$ cat config.mk
export PLATFORM = sky130hd
export DESIGN_NAME = mc_control_unit_flat
export DESIGN_NICKNAME = d
export VERILOG_FILES = /design/src/rtl/mc_control_unit_if.sv /design/src/rtl/mc_control_unit.sv /design/src/flat_wrapper.sv
export SDC_FILE = /design/constraint.sdc
export NUM_CORES = 1
export LEC_CHECK = 0
export CELL_PAD_IN_SITES_DETAIL_PLACEMENT = 2
export CELL_PAD_IN_SITES_GLOBAL_PLACEMENT = 2
export CORE_MARGIN = 3
export CORE_UTILIZATION = 23
export DETAILED_ROUTE_END_ITERATION = 8
export MAX_ROUTING_LAYER = met4
export PLACE_DENSITY = 0.82
export SYNTH_ARGS = -nofsm -noshare
export SYNTH_HDL_FRONTEND = slang
export SYNTH_SLANG_ARGS = --single-unit
$ cat constraint.sdc
create_clock -name clk -period 2.6 [get_ports clk]
set_input_delay 0.39 -clock clk [delete_from_list [all_inputs] [get_ports clk]]
set_output_delay 0.39 -clock clk [all_outputs]
set_load 0.05 [all_outputs]
$ cat src/rtl/mc_control_unit_if.sv
// Control-unit bundle: instruction fields in from the datapath, control strobes and mux selects out.
interface mc_ctrl_if #(parameter int ALU_CTRL_W = 3);
   logic [1:0]            Op;
   logic [5:0]            Funct;
   logic [3:0]            Rd;
   logic                  IRWrite;
   logic                  NextPC;
   logic                  AdrSrc;
   logic [1:0]            ResultSrc;
   logic                  ALUSrcA;
   logic [1:0]            ALUSrcB;
   logic [1:0]            ImmSrc;
   logic [1:0]            RegSrc;
   logic [ALU_CTRL_W-1:0] ALUControl;
   logic [1:0]            FlagW;
   logic                  RegW;
   logic                  MemW;
   logic                  Branch;
   logic                  PCS;
   logic                  illegal;

   modport master (
      output Op, Funct, Rd,
      input  IRWrite, NextPC, AdrSrc, ResultSrc, ALUSrcA, ALUSrcB, ImmSrc, RegSrc,
             ALUControl, FlagW, RegW, MemW, Branch, PCS, illegal
   );

   modport slave (
      input  Op, Funct, Rd,
      output IRWrite, NextPC, AdrSrc, ResultSrc, ALUSrcA, ALUSrcB, ImmSrc, RegSrc,
             ALUControl, FlagW, RegW, MemW, Branch, PCS, illegal
   );
endinterface

$ cat src/rtl/mc_control_unit.sv
// Multicycle ARM-subset control unit: Moore FSM sequencer, ALU decoder and memory wait-state counter.
module mc_control_unit #(
   parameter int ALU_CTRL_W = 3,
   parameter int MEM_WAIT   = 0
) (
   input logic      clk,
   input logic      reset,
   mc_ctrl_if.slave bus
);

   localparam logic [3:0] FETCH    = 4'd0;
   localparam logic [3:0] DECODE   = 4'd1;
   localparam logic [3:0] MEMADR   = 4'd2;
   localparam logic [3:0] MEMRD    = 4'd3;
   localparam logic [3:0] MEMWB    = 4'd4;
   localparam logic [3:0] MEMWR    = 4'd5;
   localparam logic [3:0] EXECUTER = 4'd6;
   localparam logic [3:0] EXECUTEI = 4'd7;
   localparam logic [3:0] ALUWB    = 4'd8;
   localparam logic [3:0] BRANCH   = 4'd9;
   localparam logic [3:0] UNKNOWN  = 4'd10;

   localparam logic [2:0] ALU_ADD = 3'b000;
   localparam logic [2:0] ALU_SUB = 3'b001;
   localparam logic [2:0] ALU_AND = 3'b010;
   localparam logic [2:0] ALU_ORR = 3'b011;
   localparam logic [2:0] ALU_EOR = 3'b100;

   localparam logic [3:0] WAIT_LAST = 4'(MEM_WAIT);

   logic [3:0] state, nxt;
   logic [3:0] wcnt;
   logic       mem_last;

   logic [3:0] cmd;
   logic       s_bit;
   logic       dec_ok, is_cmp, arith;
   logic [2:0] dec_alu;
   logic [1:0] dec_flg;

   logic       alu_op;
   logic       ir_write, next_pc, reg_w, mem_w, branch, ill;
   logic       adr_src, src_a;
   logic [1:0] res_src, src_b;
   logic [2:0] alu3;
   logic [1:0] flg;
   logic [ALU_CTRL_W-1:0] alu_ctrl;

   assign mem_last = (wcnt == WAIT_LAST);

   always_ff @(posedge clk) begin
      if (reset) begin
         state <= FETCH;
         wcnt  <= '0;
      end else begin
         state <= nxt;
         // Counter only runs while parked in a memory state; any exit clears it.
         if ((state == MEMRD || state == MEMWR) && !mem_last)
            wcnt <= wcnt + 4'd1;
         else
            wcnt <= '0;
      end
   end

   // Data-processing decode; the outcome only matters while in EXECUTE*.
   always_comb begin
      cmd     = bus.Funct[4:1];
      s_bit   = bus.Funct[0];
      dec_ok  = 1'b1;
      is_cmp  = 1'b0;
      arith   = 1'b0;
      dec_alu = ALU_ADD;
      case (cmd)
         4'b0100: begin dec_alu = ALU_ADD; arith = 1'b1; end
         4'b0010: begin dec_alu = ALU_SUB; arith = 1'b1; end
         4'b1010: begin dec_alu = ALU_SUB; arith = 1'b1; is_cmp = 1'b1; end
         4'b0000: dec_alu = ALU_AND;
         4'b0001: dec_alu = ALU_EOR;
         4'b1100: dec_alu = ALU_ORR;
         4'b1101: dec_alu = ALU_ORR;
         default: dec_ok = 1'b0;
      endcase
      if (!dec_ok)
         dec_flg = 2'b00;
      else if (is_cmp)
         dec_flg = 2'b11;
      else
         dec_flg = {s_bit, s_bit & arith};
   end

   always_comb begin
      nxt      = FETCH;
      ir_write = 1'b0;
      next_pc  = 1'b0;
      reg_w    = 1'b0;
      mem_w    = 1'b0;
      branch   = 1'b0;
      ill      = 1'b0;
      adr_src  = 1'b0;
      src_a    = 1'b0;
      res_src  = 2'b00;
      src_b    = 2'b00;
      alu_op   = 1'b0;
      case (state)
         FETCH: begin
            src_a    = 1'b1;
            src_b    = 2'b10;
            res_src  = 2'b10;
            ir_write = 1'b1;
            next_pc  = 1'b1;
            nxt      = DECODE;
         end
         DECODE: begin
            src_a   = 1'b1;
            src_b   = 2'b10;
            res_src = 2'b10;
            case (bus.Op)
               2'b01:   nxt = MEMADR;
               2'b10:   nxt = BRANCH;
               2'b11:   nxt = UNKNOWN;
               default: nxt = bus.Funct[5] ? EXECUTEI : EXECUTER;
            endcase
         end
         MEMADR: begin
            src_b = 2'b01;
            nxt   = bus.Funct[0] ? MEMRD : MEMWR;
         end
         MEMRD: begin
            adr_src = 1'b1;
            nxt     = mem_last ? MEMWB : MEMRD;
         end
         MEMWB: begin
            res_src = 2'b01;
            reg_w   = 1'b1;
            nxt     = FETCH;
         end
         MEMWR: begin
            adr_src = 1'b1;
            mem_w   = mem_last;
            nxt     = mem_last ? FETCH : MEMWR;
         end
         EXECUTER, EXECUTEI: begin
            src_b  = (state == EXECUTEI) ? 2'b01 : 2'b00;
            alu_op = 1'b1;
            ill    = !dec_ok;
            nxt    = (is_cmp || !dec_ok) ? FETCH : ALUWB;
         end
         ALUWB: begin
            reg_w = 1'b1;
            nxt   = FETCH;
         end
         BRANCH: begin
            src_b   = 2'b01;
            res_src = 2'b10;
            branch  = 1'b1;
            nxt     = FETCH;
         end
         UNKNOWN: begin
            ill = 1'b1;
            nxt = FETCH;
         end
         default: nxt = FETCH;
      endcase
   end

   always_comb begin
      alu3     = alu_op ? dec_alu : ALU_ADD;
      flg      = alu_op ? dec_flg : 2'b00;
      alu_ctrl = '0;
      alu_ctrl[2:0] = alu3;
   end

   // Strobes are forced low during reset so a reset mid-instruction never leaks a write.
   assign bus.IRWrite    = ir_write & ~reset;
   assign bus.NextPC     = next_pc  & ~reset;
   assign bus.RegW       = reg_w    & ~reset;
   assign bus.MemW       = mem_w    & ~reset;
   assign bus.Branch     = branch   & ~reset;
   assign bus.PCS        = ((bus.Rd == 4'd15 & reg_w) | branch) & ~reset;
   assign bus.illegal    = ill      & ~reset;
   assign bus.AdrSrc     = adr_src;
   assign bus.ResultSrc  = res_src;
   assign bus.ALUSrcA    = src_a;
   assign bus.ALUSrcB    = src_b;
   assign bus.ImmSrc     = bus.Op;
   assign bus.RegSrc     = {bus.Op == 2'b01, bus.Op == 2'b10};
   assign bus.ALUControl = alu_ctrl;
   assign bus.FlagW      = flg;

endmodule

$ cat src/flat_wrapper.sv
// flat-port wrapper written by rule: the top's interface ports become plain ports
module mc_control_unit_flat 
#(
   parameter int ALU_CTRL_W = 3,
   parameter int MEM_WAIT   = 0
)
  (clk, reset, bus_Op, bus_Funct, bus_Rd, bus_IRWrite, bus_NextPC, bus_AdrSrc, bus_ResultSrc, bus_ALUSrcA, bus_ALUSrcB, bus_ImmSrc, bus_RegSrc, bus_ALUControl, bus_FlagW, bus_RegW, bus_MemW, bus_Branch, bus_PCS, bus_illegal);
  mc_ctrl_if #(.ALU_CTRL_W(ALU_CTRL_W)) bus_i ();
  input logic clk;
  input logic reset;
  input wire logic [$bits(bus_i.Op)-1:0] bus_Op;
  input wire logic [$bits(bus_i.Funct)-1:0] bus_Funct;
  input wire logic [$bits(bus_i.Rd)-1:0] bus_Rd;
  output wire logic [$bits(bus_i.IRWrite)-1:0] bus_IRWrite;
  output wire logic [$bits(bus_i.NextPC)-1:0] bus_NextPC;
  output wire logic [$bits(bus_i.AdrSrc)-1:0] bus_AdrSrc;
  output wire logic [$bits(bus_i.ResultSrc)-1:0] bus_ResultSrc;
  output wire logic [$bits(bus_i.ALUSrcA)-1:0] bus_ALUSrcA;
  output wire logic [$bits(bus_i.ALUSrcB)-1:0] bus_ALUSrcB;
  output wire logic [$bits(bus_i.ImmSrc)-1:0] bus_ImmSrc;
  output wire logic [$bits(bus_i.RegSrc)-1:0] bus_RegSrc;
  output wire logic [$bits(bus_i.ALUControl)-1:0] bus_ALUControl;
  output wire logic [$bits(bus_i.FlagW)-1:0] bus_FlagW;
  output wire logic [$bits(bus_i.RegW)-1:0] bus_RegW;
  output wire logic [$bits(bus_i.MemW)-1:0] bus_MemW;
  output wire logic [$bits(bus_i.Branch)-1:0] bus_Branch;
  output wire logic [$bits(bus_i.PCS)-1:0] bus_PCS;
  output wire logic [$bits(bus_i.illegal)-1:0] bus_illegal;
  assign bus_i.Op = bus_Op;
  assign bus_i.Funct = bus_Funct;
  assign bus_i.Rd = bus_Rd;
  assign bus_IRWrite = bus_i.IRWrite;
  assign bus_NextPC = bus_i.NextPC;
  assign bus_AdrSrc = bus_i.AdrSrc;
  assign bus_ResultSrc = bus_i.ResultSrc;
  assign bus_ALUSrcA = bus_i.ALUSrcA;
  assign bus_ALUSrcB = bus_i.ALUSrcB;
  assign bus_ImmSrc = bus_i.ImmSrc;
  assign bus_RegSrc = bus_i.RegSrc;
  assign bus_ALUControl = bus_i.ALUControl;
  assign bus_FlagW = bus_i.FlagW;
  assign bus_RegW = bus_i.RegW;
  assign bus_MemW = bus_i.MemW;
  assign bus_Branch = bus_i.Branch;
  assign bus_PCS = bus_i.PCS;
  assign bus_illegal = bus_i.illegal;
  mc_control_unit #(.ALU_CTRL_W(ALU_CTRL_W), .MEM_WAIT(MEM_WAIT)) u_core (.clk(clk), .reset(reset), .bus(bus_i));
endmodule
==> flow_summary.yaml <==
status:
  run_status: "finished clean"
clocking:
  clock_root_buffer: "sky130_fd_sc_hd__clkbuf_4"
  tritoncts: "built"
  tritoncts.num_buffers: 3
  clk_pin_slew_ns: 0.05
  insertion_delay_ns: 0.26
  clock-sinks: 8
  cts.hold.buffers_added: 0
  clockBufferDepth: 2
  postCtsSetupBuffers: 0
  cts_repair_resize_count: 0
  cts.htree.levels: 1
synth:
  synth-edff-count: 0
  synthesis.instances: 103
  ys.warnings.count: 0
  leading_cell_types_by_total_area_after_synthesis: "sky130_fd_sc_hd__dfxtp_1, sky130_fd_sc_hd__nor3_1, sky130_fd_sc_hd__nor2_1"
  combinational_family_with_the_most_area_after_synthesis: "simple AND/OR/NAND/NOR gates"
  synth_compound_gate_area_share_pct: 23.4
  synth_mux_area_share_pct: 2.60
  netlist-cell-type-count: 41
  post_synth_xor_area_fraction_pct: 3.41
  synth.top_cell.area_share_pct: 20.8
  post_synthesis_cell_area_sq_um: 771
  netlist.top_cell.by_area: "sky130_fd_sc_hd__dfxtp_1"
  synthesis.area_per_instance_sq_um: 7.48
  synthTopCellsByCount: "sky130_fd_sc_hd__nor2_1, sky130_fd_sc_hd__nor3_1, sky130_fd_sc_hd__dfxtp_1, sky130_fd_sc_hd__inv_1, sky130_fd_sc_hd__nand2b_1"
  synth-main-ff-cell: "sky130_fd_sc_hd__dfxtp_1"
  synth.yosys.seq_area_share_pct: 20.8
  most_frequent_cell_after_synthesis: "sky130_fd_sc_hd__nor2_1"
  synth-adder-area-share_pct: 3.25
  syn_nets: 119
  synth_simple_gate_area_share_pct: 33.6
  share_of_synthesized_flip_flops_with_an_asynchronous_set_or_reset_pct: 0
  synth-seq-cells: 8
drt:
  avgViaCountPerCell: 4.88
  route.final.wire_length_mm: 2.63
  drc: 0
  drt-initial-drc-count: 25
  avgRoutedWirePerCell_um: 14.8
  final_antenna_net_count: 0
  route.vias.total: 863
  drt_pre_antenna_iters: 4
global_routing:
  grt_first_pass_wirelength_mm: 4.46
  first_global_vias: 947
  globalRouteTotalUtil_pct: 14.2
  initial_antenna_violation_count: 0
  gr_util_met1_pct: 13.5
  grt_max_degree: 12
  groute.layer.met3.usage_pct: 2.28
  grt_util_met2_pct: 27.5
  gr-total-overflow: 0
  globalRoute.busiestLayer: "met2"
sta:
  clock.fmax_mhz: 411
  final_cycle_utilization_of_the_critical_path_pct: 93.6
  finalHoldViolCount: 0
  slew-limit-headroom_pct: 62.4
  setup_viol: 0
  worst_slew_pin_slew_ns: 0.559
  fin_setup_tns_ns: 0
  timing.clock.skew_ns: 0.00266
  timing_max_transition_violations_final: 0
  layout_min_cycle_time_ns: 2.43
  holdWs_ns: 0.502
  rsz0062_at_grt: "no"
final_layout:
  areaGrowthSynthToFinish_pct: 64.4
  antennaDiodeCount: 0
  seq_area_sq_um: 160
  final.fill_count: 349
  final_net_count: 151
  multi_input_area_sq_um: 541
  postLayoutCoreUtil_pct: 40.5
  drive_above_1_share_pct: 20.3
critical_path:
  cp_max_fo: 11
  critPathRequiredTime_ns: 2.21
  critical_path.endpoint_type: "output port"
  cp.arrival_ns: 2.04
  critical_path.startpoint_type: "input port"
  critical_path_class: "input port to output port"
die:
  die_area_sq_um: 4080
  die_h_um: 63.9
  initial_core_util_pct: 24.6
  floorplan.rows: 20
  core_area_sq_um: 3130
  floorplan.io_pins: 36
  floorplan.die.width_um: 63.9
hold_path:
  type_of_the_tightest_min_delay_check: "register to register"
placed_design:
  hpwlAfterDp_mm: 2.15
  port_buffers: 35
  gp_routability_congestion: 0.796
power:
  power.total_mw: 0.647
  power-per-cell-area_nw_per_um2: 511
  leakage_nw: 0.459
  max-vdd-ir-drop_mv: 0.152
job:
  max_cap_viol_count: 0
kinds of logic (layout without fill, tap and decap cells):
kind of cell / count (synthesis) / after routing
and+or+nand+nor: 48 / 48
AOI/OAI and AO/OA: 23 / 23
buffers and inverters: 17 / 47
DFF: 8 / 8
xor gates and xnor gates: 3 / 3
adders and majority gates: 2 / 2
muxes: 2 / 2
final timing paths:
check | cells past startpoint | slack (ns) | to | startpoint
worst max-delay path | 6 | 0.17 | bus_illegal | bus_Funct[3]
worst min-delay path | 1 | 0.50 | u_core.wcnt[0] | u_core.wcnt[0]
worst max register to register | 5 | 0.96 | u_core.state[0] | u_core.state[0]
worst min register to register | 1 | 0.50 | u_core.wcnt[0] | u_core.wcnt[0]
cells in the final DEF, fill, tap and decap left out, drive strengths merged, types with 3 or more instances in the layout:
| master | n |
|---|---|
| a21oi | 6 |
| buf | 18 |
| clkbuf | 3 |
| clkdlybuf4s50 | 19 |
| dfxtp | 8 |
| inv | 7 |
| nand2 | 4 |
| nand2b | 7 |
| nor2 | 12 |
| nor3 | 10 |
| o32a | 3 |
registers in the layout (all words and copies together), names as in the netlist:
register,count
u_core.state,4
u_core.wcnt,4
area by class of cell:
class / count / share of cell area, %
timing repair buffer: 37 / 36.5
sequential: 8 / 12.6
inverter: 7 / 2.07
clock buffer: 3 / 1.78
multi-input combinational: 78 / 42.6
tap: 44 / 4.34
worst max-delay path, stage by stage:
cell                              delay [ns]
sky130_fd_sc_hd__clkdlybuf4s50_1        0.57
sky130_fd_sc_hd__nand2b_1               0.26
sky130_fd_sc_hd__o211ai_1               0.20
sky130_fd_sc_hd__a21oi_1                0.09
sky130_fd_sc_hd__nor3_1                 0.34
sky130_fd_sc_hd__buf_12                 0.19
stage by stage:
step,cells,area (sq um),worst slack [ns]
global route,177,1270,0.0560
global placement,174,1240,0.261
floorplan,103,801,0.162
finish,177,1270,0.165
CTS,177,1270,0.171
detailed placement,174,1240,0.194
power by group:
group,leakage [nW],internal (mW),switching [mW]
Clock,0.0138,0.0530,0.0454
Sequential,0.0650,0.133,0.0253
Combinational,0.380,0.155,0.236
per-layer routing:
layer	part of all wire [%]	vias to the layer above	routed length, um
met3	3.7	5	98
met5	0	-	0
met2	57	25	1490
met4	2.0	0	52
li1	-	423	-
met1	38	410	989
Power figures use the tool's default switching activity.
